File: config.mk
export PLATFORM = sky130hd
export DESIGN_NAME = dmem_arbiter
export DESIGN_NICKNAME = d
export VERILOG_FILES = /design/src/rtl/dmem_arbiter.sv
export SDC_FILE = /design/constraint.sdc
export NUM_CORES = 1
export LEC_CHECK = 0
export CORE_AREA = 8 8 110 112
export CTS_CLUSTER_DIAMETER = 150
export DETAILED_ROUTE_END_ITERATION = 12
export DIE_AREA = 0 0 118 120
export PLACE_DENSITY = 0.73
export SLEW_MARGIN = 20
export SYNTH_ARGS = -nofsm -noshare
export SYNTH_HDL_FRONTEND = slang
export SYNTH_SLANG_ARGS = --single-unit
File: constraint.sdc
create_clock -name clk -period 1.8 [get_ports clk]
set_input_delay 0.27 -clock clk [delete_from_list [all_inputs] [get_ports clk]]
set_output_delay 0.27 -clock clk [all_outputs]
set_load 0.01 [all_outputs]
File: src/rtl/dmem_arbiter.sv
// -----------------------------------------------------------------------------
// dmem_arbiter
//
// Shares the single-port data memory between the pipeline MEM stage and an
// external host port (program loader / debug). The CPU owns the memory by
// default. The host is granted the memory either when the CPU is idle or after
// it has waited MAX_WAIT cycles behind back-to-back CPU accesses. While the
// host owns the memory, any CPU access is frozen via cpu_stall. A CPU that is
// waiting gets the memory back after at most BURST_MAX host accesses.
//
// Ports
//   clk, rst                 clock (rising edge), async active-high reset
//   cpu_rd/cpu_wr            MEM-stage load/store strobes
//   cpu_addr/cpu_wdata       MEM-stage address and store data
//   cpu_rdata                load data back to MEM/WB (valid when !cpu_stall)
//   cpu_stall                freeze PC and pipeline registers this cycle
//   host_req/host_we         host request (held until host_ack) and direction
//   host_addr/host_wdata     host address and write data
//   host_ack                 host access completes this cycle
//   host_rdata               host read data, valid with host_ack
//   dm_rd/dm_wr              data memory read/write enables (write on clk edge)
//   dm_addr/dm_wdata         data memory address and write data
//   dm_rdata                 data memory combinational read data
//   host_owner               high while the host owns the memory
//
// State table
//   state    | meaning
//   ---------+--------------------------------------------------------------
//   CPU_OWN  | memory driven by cpu_* inputs; host waits (reset state)
//   HOST_OWN | memory driven by host_* inputs; CPU accesses are stalled
// -----------------------------------------------------------------------------
module dmem_arbiter #(
  parameter int ADDR_W    = 32,
  parameter int DATA_W    = 32,
  parameter int MAX_WAIT  = 8,
  parameter int BURST_MAX = 4
) (
  input  logic              clk,
  input  logic              rst,
  input  logic              cpu_rd,
  input  logic              cpu_wr,
  input  logic [ADDR_W-1:0] cpu_addr,
  input  logic [DATA_W-1:0] cpu_wdata,
  output logic [DATA_W-1:0] cpu_rdata,
  output logic              cpu_stall,
  input  logic              host_req,
  input  logic              host_we,
  input  logic [ADDR_W-1:0] host_addr,
  input  logic [DATA_W-1:0] host_wdata,
  output logic              host_ack,
  output logic [DATA_W-1:0] host_rdata,
  output logic              dm_rd,
  output logic              dm_wr,
  output logic [ADDR_W-1:0] dm_addr,
  output logic [DATA_W-1:0] dm_wdata,
  input  logic [DATA_W-1:0] dm_rdata,
  output logic              host_owner
);

  localparam logic [0:0] CPU_OWN  = 1'b0;
  localparam logic [0:0] HOST_OWN = 1'b1;

  localparam int WAIT_W  = (MAX_WAIT  > 1) ? $clog2(MAX_WAIT)  : 1;
  localparam int BURST_W = (BURST_MAX > 1) ? $clog2(BURST_MAX) : 1;

  // Both counters run down to a terminal count of zero. waitLeft is the number
  // of further CPU-blocked cycles the host still tolerates; burstLeft is the
  // number of host acks still allowed before a waiting CPU takes back over.
  localparam logic [WAIT_W-1:0]  WAIT_LOAD  = WAIT_W'(MAX_WAIT - 1);
  localparam logic [BURST_W-1:0] BURST_LOAD = BURST_W'(BURST_MAX - 1);

  logic [0:0]         state;
  logic [0:0]         stateNext;
  logic [WAIT_W-1:0]  waitLeft;
  logic [WAIT_W-1:0]  waitLeftNext;
  logic [BURST_W-1:0] burstLeft;
  logic [BURST_W-1:0] burstLeftNext;

  logic cpuAcc;
  logic isHost;
  logic waitExpired;
  logic burstDone;

  assign cpuAcc      = cpu_rd | cpu_wr;
  assign isHost      = (state == HOST_OWN);
  assign waitExpired = (waitLeft == '0);
  assign burstDone   = (burstLeft == '0);

  // Next-state and counter logic.
  // The wait counter reloads whenever it is not actively counting, which covers
  // both "host_req low" and "entering HOST_OWN". The burst counter reloads on
  // every CPU_OWN cycle so it is fresh on entry to HOST_OWN; it stops at zero,
  // so once the burst budget is spent the next ack with a waiting CPU hands the
  // memory back even if some of the budget was used while the CPU was idle.
  always_comb begin
    stateNext     = state;
    waitLeftNext  = WAIT_LOAD;
    burstLeftNext = burstLeft;
    case (state)
      CPU_OWN: begin
        burstLeftNext = BURST_LOAD;
        if (host_req && (!cpuAcc || waitExpired)) begin
          stateNext = HOST_OWN;
        end else if (host_req) begin
          waitLeftNext = waitLeft - 1'b1;
        end
      end
      HOST_OWN: begin
        if (!host_req) begin
          stateNext = CPU_OWN;
        end else begin
          // host_req is the ack in this state; the access completes this cycle.
          if (cpuAcc && burstDone) begin
            stateNext = CPU_OWN;
          end
          if (!burstDone) begin
            burstLeftNext = burstLeft - 1'b1;
          end
        end
      end
      default: begin
        stateNext = CPU_OWN;
      end
    endcase
  end

  always_ff @(posedge clk or posedge rst) begin
    if (rst) begin
      state     <= CPU_OWN;
      waitLeft  <= WAIT_LOAD;
      burstLeft <= BURST_LOAD;
    end else begin
      state     <= stateNext;
      waitLeft  <= waitLeftNext;
      burstLeft <= burstLeftNext;
    end
  end

  // Memory mux and handshake outputs. Strobes are forced low while rst is held
  // so a reset landing mid-burst can never complete a host write.
  always_comb begin
    dm_rd     = 1'b0;
    dm_wr     = 1'b0;
    dm_addr   = cpu_addr;
    dm_wdata  = cpu_wdata;
    host_ack  = 1'b0;
    cpu_stall = 1'b0;
    if (isHost) begin
      dm_addr   = host_addr;
      dm_wdata  = host_wdata;
      dm_rd     = host_req & ~host_we;
      dm_wr     = host_req & host_we;
      host_ack  = host_req;
      cpu_stall = cpuAcc;
    end else begin
      dm_rd = cpu_rd;
      dm_wr = cpu_wr;
    end
    if (rst) begin
      dm_rd     = 1'b0;
      dm_wr     = 1'b0;
      host_ack  = 1'b0;
      cpu_stall = 1'b0;
    end
  end

  // Read data is shared; each side only looks at it when its access completes.
  assign cpu_rdata  = dm_rdata;
  assign host_rdata = dm_rdata;
  assign host_owner = isHost & ~rst;

endmodule

==> flow_summary.yaml <==
status:
  status: "finished, violations left"
  violations: "setup timing"
critical_path:
  r2r_end: "waitLeft[0]$_DFF_PP1_"
  cp-end-kind: "output pin"
  crit_type: "reg -> out"
  rr_worst_depth: 6
  cp.required_ns: 1.53
  cp_max_fo: 7
  r2r_start: "waitLeft[0]$_DFF_PP1_"
  worstPathArrival_ns: 1.54
  r2r_slack_ns: 0.37
  critPathLaunchType: "flop"
clocking:
  cts_made_buffers: 3
  cts_tree: "built"
  clk_latency_ns: 0.22
  cts_root_buf: "clkbuf_8"
  cts_max_level: 1
  cts.clk_slew.worst_paths_ns: 0.04
  hold_buffers: 0
  cts_buffer_depth: 2
  cts_sinks: 6
global_route:
  met1_usage: 0.111
  grt_pass1_wl_mm: 12.3
  grt_busiest_layer: "met2"
  grt_pass1_vias: 2013
  met2_usage: 0.198
  antenna_found_initial: 0
  use_met3: 0.0582
  grt_overflow: 0
  grt_max_degree: 22
  track_usage: 0.109
cells_and_area:
  drive_above_1_share: 0.485
  diodes: 0
  layoutNonFillerInstCount: 470
  area_growth_pct: 82.0
  utilization: 0.336
  final_nets: 500
die:
  die_area_um2: 14200
  ios: 299
  start_util: 0.185
  core_um2: 10500
  die_w_um: 118
  rows: 38
  dieHeight_um: 120
logic_synthesis:
  ys_ff_latch: 6
  synth_nets: 342
  yosys_warnings: 0
  synth_cell_type_count: 22
  synth.avg_cell_area_um2: 11.2
  netlist_area_um2: 1940
  synthCells: 173
  ys_seq_area_frac: 0.0805
timing:
  finClkSkew_ns: 0.00902
  min_period_ns: 1.81
  post-route-period-util: 1.01
  relSlewSlack: 0.815
  finalMaxSlewViolations: 0
  fin_hold_ws_ns: 0.420
  worst_pin_slew_ns: 0.277
  max_freq_ghz: 0.552
  worst_slack_ns: -0.0127
  setup_viol: 2
  hold_viol: 0
  rsz0062_at_grt: "yes"
route:
  routed_wl_mm: 8.06
  dr.pass1.iters: 4
  drtAntennaViolNets: 0
  routed_via_density: 3.78
  drtIter0Drc: 41
  wl_per_cell_um: 17.2
  vias: 1778
  drc: 0
power_and_ir_drop:
  power_uw: 1260
  ir_drop_v: 0.000254
  leakagePower_uw: 0.00167
  cellPowerDensity_nw_per_um2: 357
min_path:
  hold_class: "in -> async"
placement:
  dpl.hpwl_mm: 7.13
  gp_congestion: 0.803
  placed_cells: 453
  port_buffers: 202
job:
  maxCapViolCount: 0
==> worst max-delay path by stage <==
stage	endpoint	from	depth (start not counted)
4_1_cts	cpu_stall	isHost$_DFF_PP0_	4
3_5_place_dp	dm_wr	host_req	4
6_report	host_ack	isHost$_DFF_PP0_	4
3_3_place_gp	dm_wr	host_req	4
2_1_floorplan	waitLeft[0]$_DFF_PP1_	waitLeft[0]$_DFF_PP1_	6
5_1_grt	host_ack	isHost$_DFF_PP0_	4
==> final cells by class <==
class | count | area, um2
clock buffer | 4 | 45.0
fill | 1088 | 6970
inverter | 6 | 22.5
multi-input combinational | 89 | 1130
sequential | 6 | 160
tap | 140 | 175
timing repair buffer | 225 | 2000
==> logic make-up after synthesis <==
| group | count (synthesis) | synth area share |
|---|---|---|
| AOI/OAI and AO/OA | 5 | 0.0155 |
| xor gates and xnor gates | 1 | 0.00451 |
| adders and majority gates | 3 | 0.0193 |
| buffers and inverters | 78 | 0.337 |
| DFF | 6 | 0.0805 |
| muxes | 64 | 0.495 |
| and+or+nand+nor | 16 | 0.0483 |
==> flip-flops by register name, summed over array words and instances (netlist names) <==
signal     flops
burstLeft      2
isHost         1
waitLeft       3
==> metrics by stage <==
stage                     cell area (um2)  worst slack (ns)  setup TNS, ns
final                                3530           -0.0127        -0.0225
after global routing                 3530           -0.0828         -0.171
after CTS                            3590            -0.258          -1.75
after detailed placement             3610            -0.212          -3.66
after global placement               3610            -0.204          -3.63
after floorplan                      1940             0.499              0
==> what timing repair did <==
action / CTS / global route
endpoints found under the setup margin: 69 / 39
resized for setup: 234 / 29
setup buffers: 13 / 4
pin swaps: 1 / 0
==> power by group <==
part | internal (uW) | total, uW | switching, uW
Combinational | 609 | 898 | 289
Sequential | 148 | 154 | 5.93
Clock | 152 | 210 | 57.3
==> cell usage after synthesis <==
| cell | count | area share |
|---|---|---|
| nor2b_1 | 1 | 0.0032 |
| xnor2_1 | 1 | 0.0045 |
| o211ai_1 | 1 | 0.0039 |
| nand2_1 | 5 | 0.0097 |
| and2_1 | 1 | 0.0032 |
| and3b_1 | 1 | 0.0045 |
| buf_6 | 1 | 0.0058 |
| nand3_1 | 1 | 0.0026 |
| buf_12 | 7 | 0.072 |
| a21oi_1 | 3 | 0.0077 |
| o21a_1 | 1 | 0.0039 |
| dfstp_2 | 5 | 0.068 |
| mux2_4 | 64 | 0.49 |
| and2b_2 | 1 | 0.0045 |
| nand2b_1 | 2 | 0.0064 |
| dfrtp_1 | 1 | 0.013 |
| ha_1 | 3 | 0.019 |
| nand2b_2 | 1 | 0.0045 |
| inv_1 | 6 | 0.012 |
| buf_4 | 64 | 0.25 |
| nor2_1 | 2 | 0.0039 |
| nand3b_2 | 1 | 0.0058 |
==> routing by layer <==
metal	vias up	share of wire
met5	-	0
met4	0	0.0033
met3	2	0.12
met2	156	0.50
met1	788	0.37
li1	832	-
==> placed cells by master, fill, tap and decap left out, types with 2 or more instances in the layout <==
cell,Yosys,final
clkdlybuf4s15_2,0,3
nor2_1,2,2
clkdlybuf4s50_1,0,133
buf_8,0,2
nand2b_1,2,2
mux2_4,64,64
buf_6,1,15
clkbuf_2,0,8
clkdlybuf4s15_1,0,2
dfstp_2,5,5
clkbuf_8,0,3
a21oi_1,3,2
nand2_1,5,5
buf_2,0,42
inv_1,6,6
buf_4,64,13
ha_1,3,3
dlygate4sd2_1,0,6
==> worst max-delay path, stage by stage (launching register included) <==
cell and delay [ns]:
dfrtp_4 0.52, buf_2 0.17, and2b_2 0.20, and2_1 0.15, dlygate4sd2_1 0.28
Power figures use the tool's default switching activity.
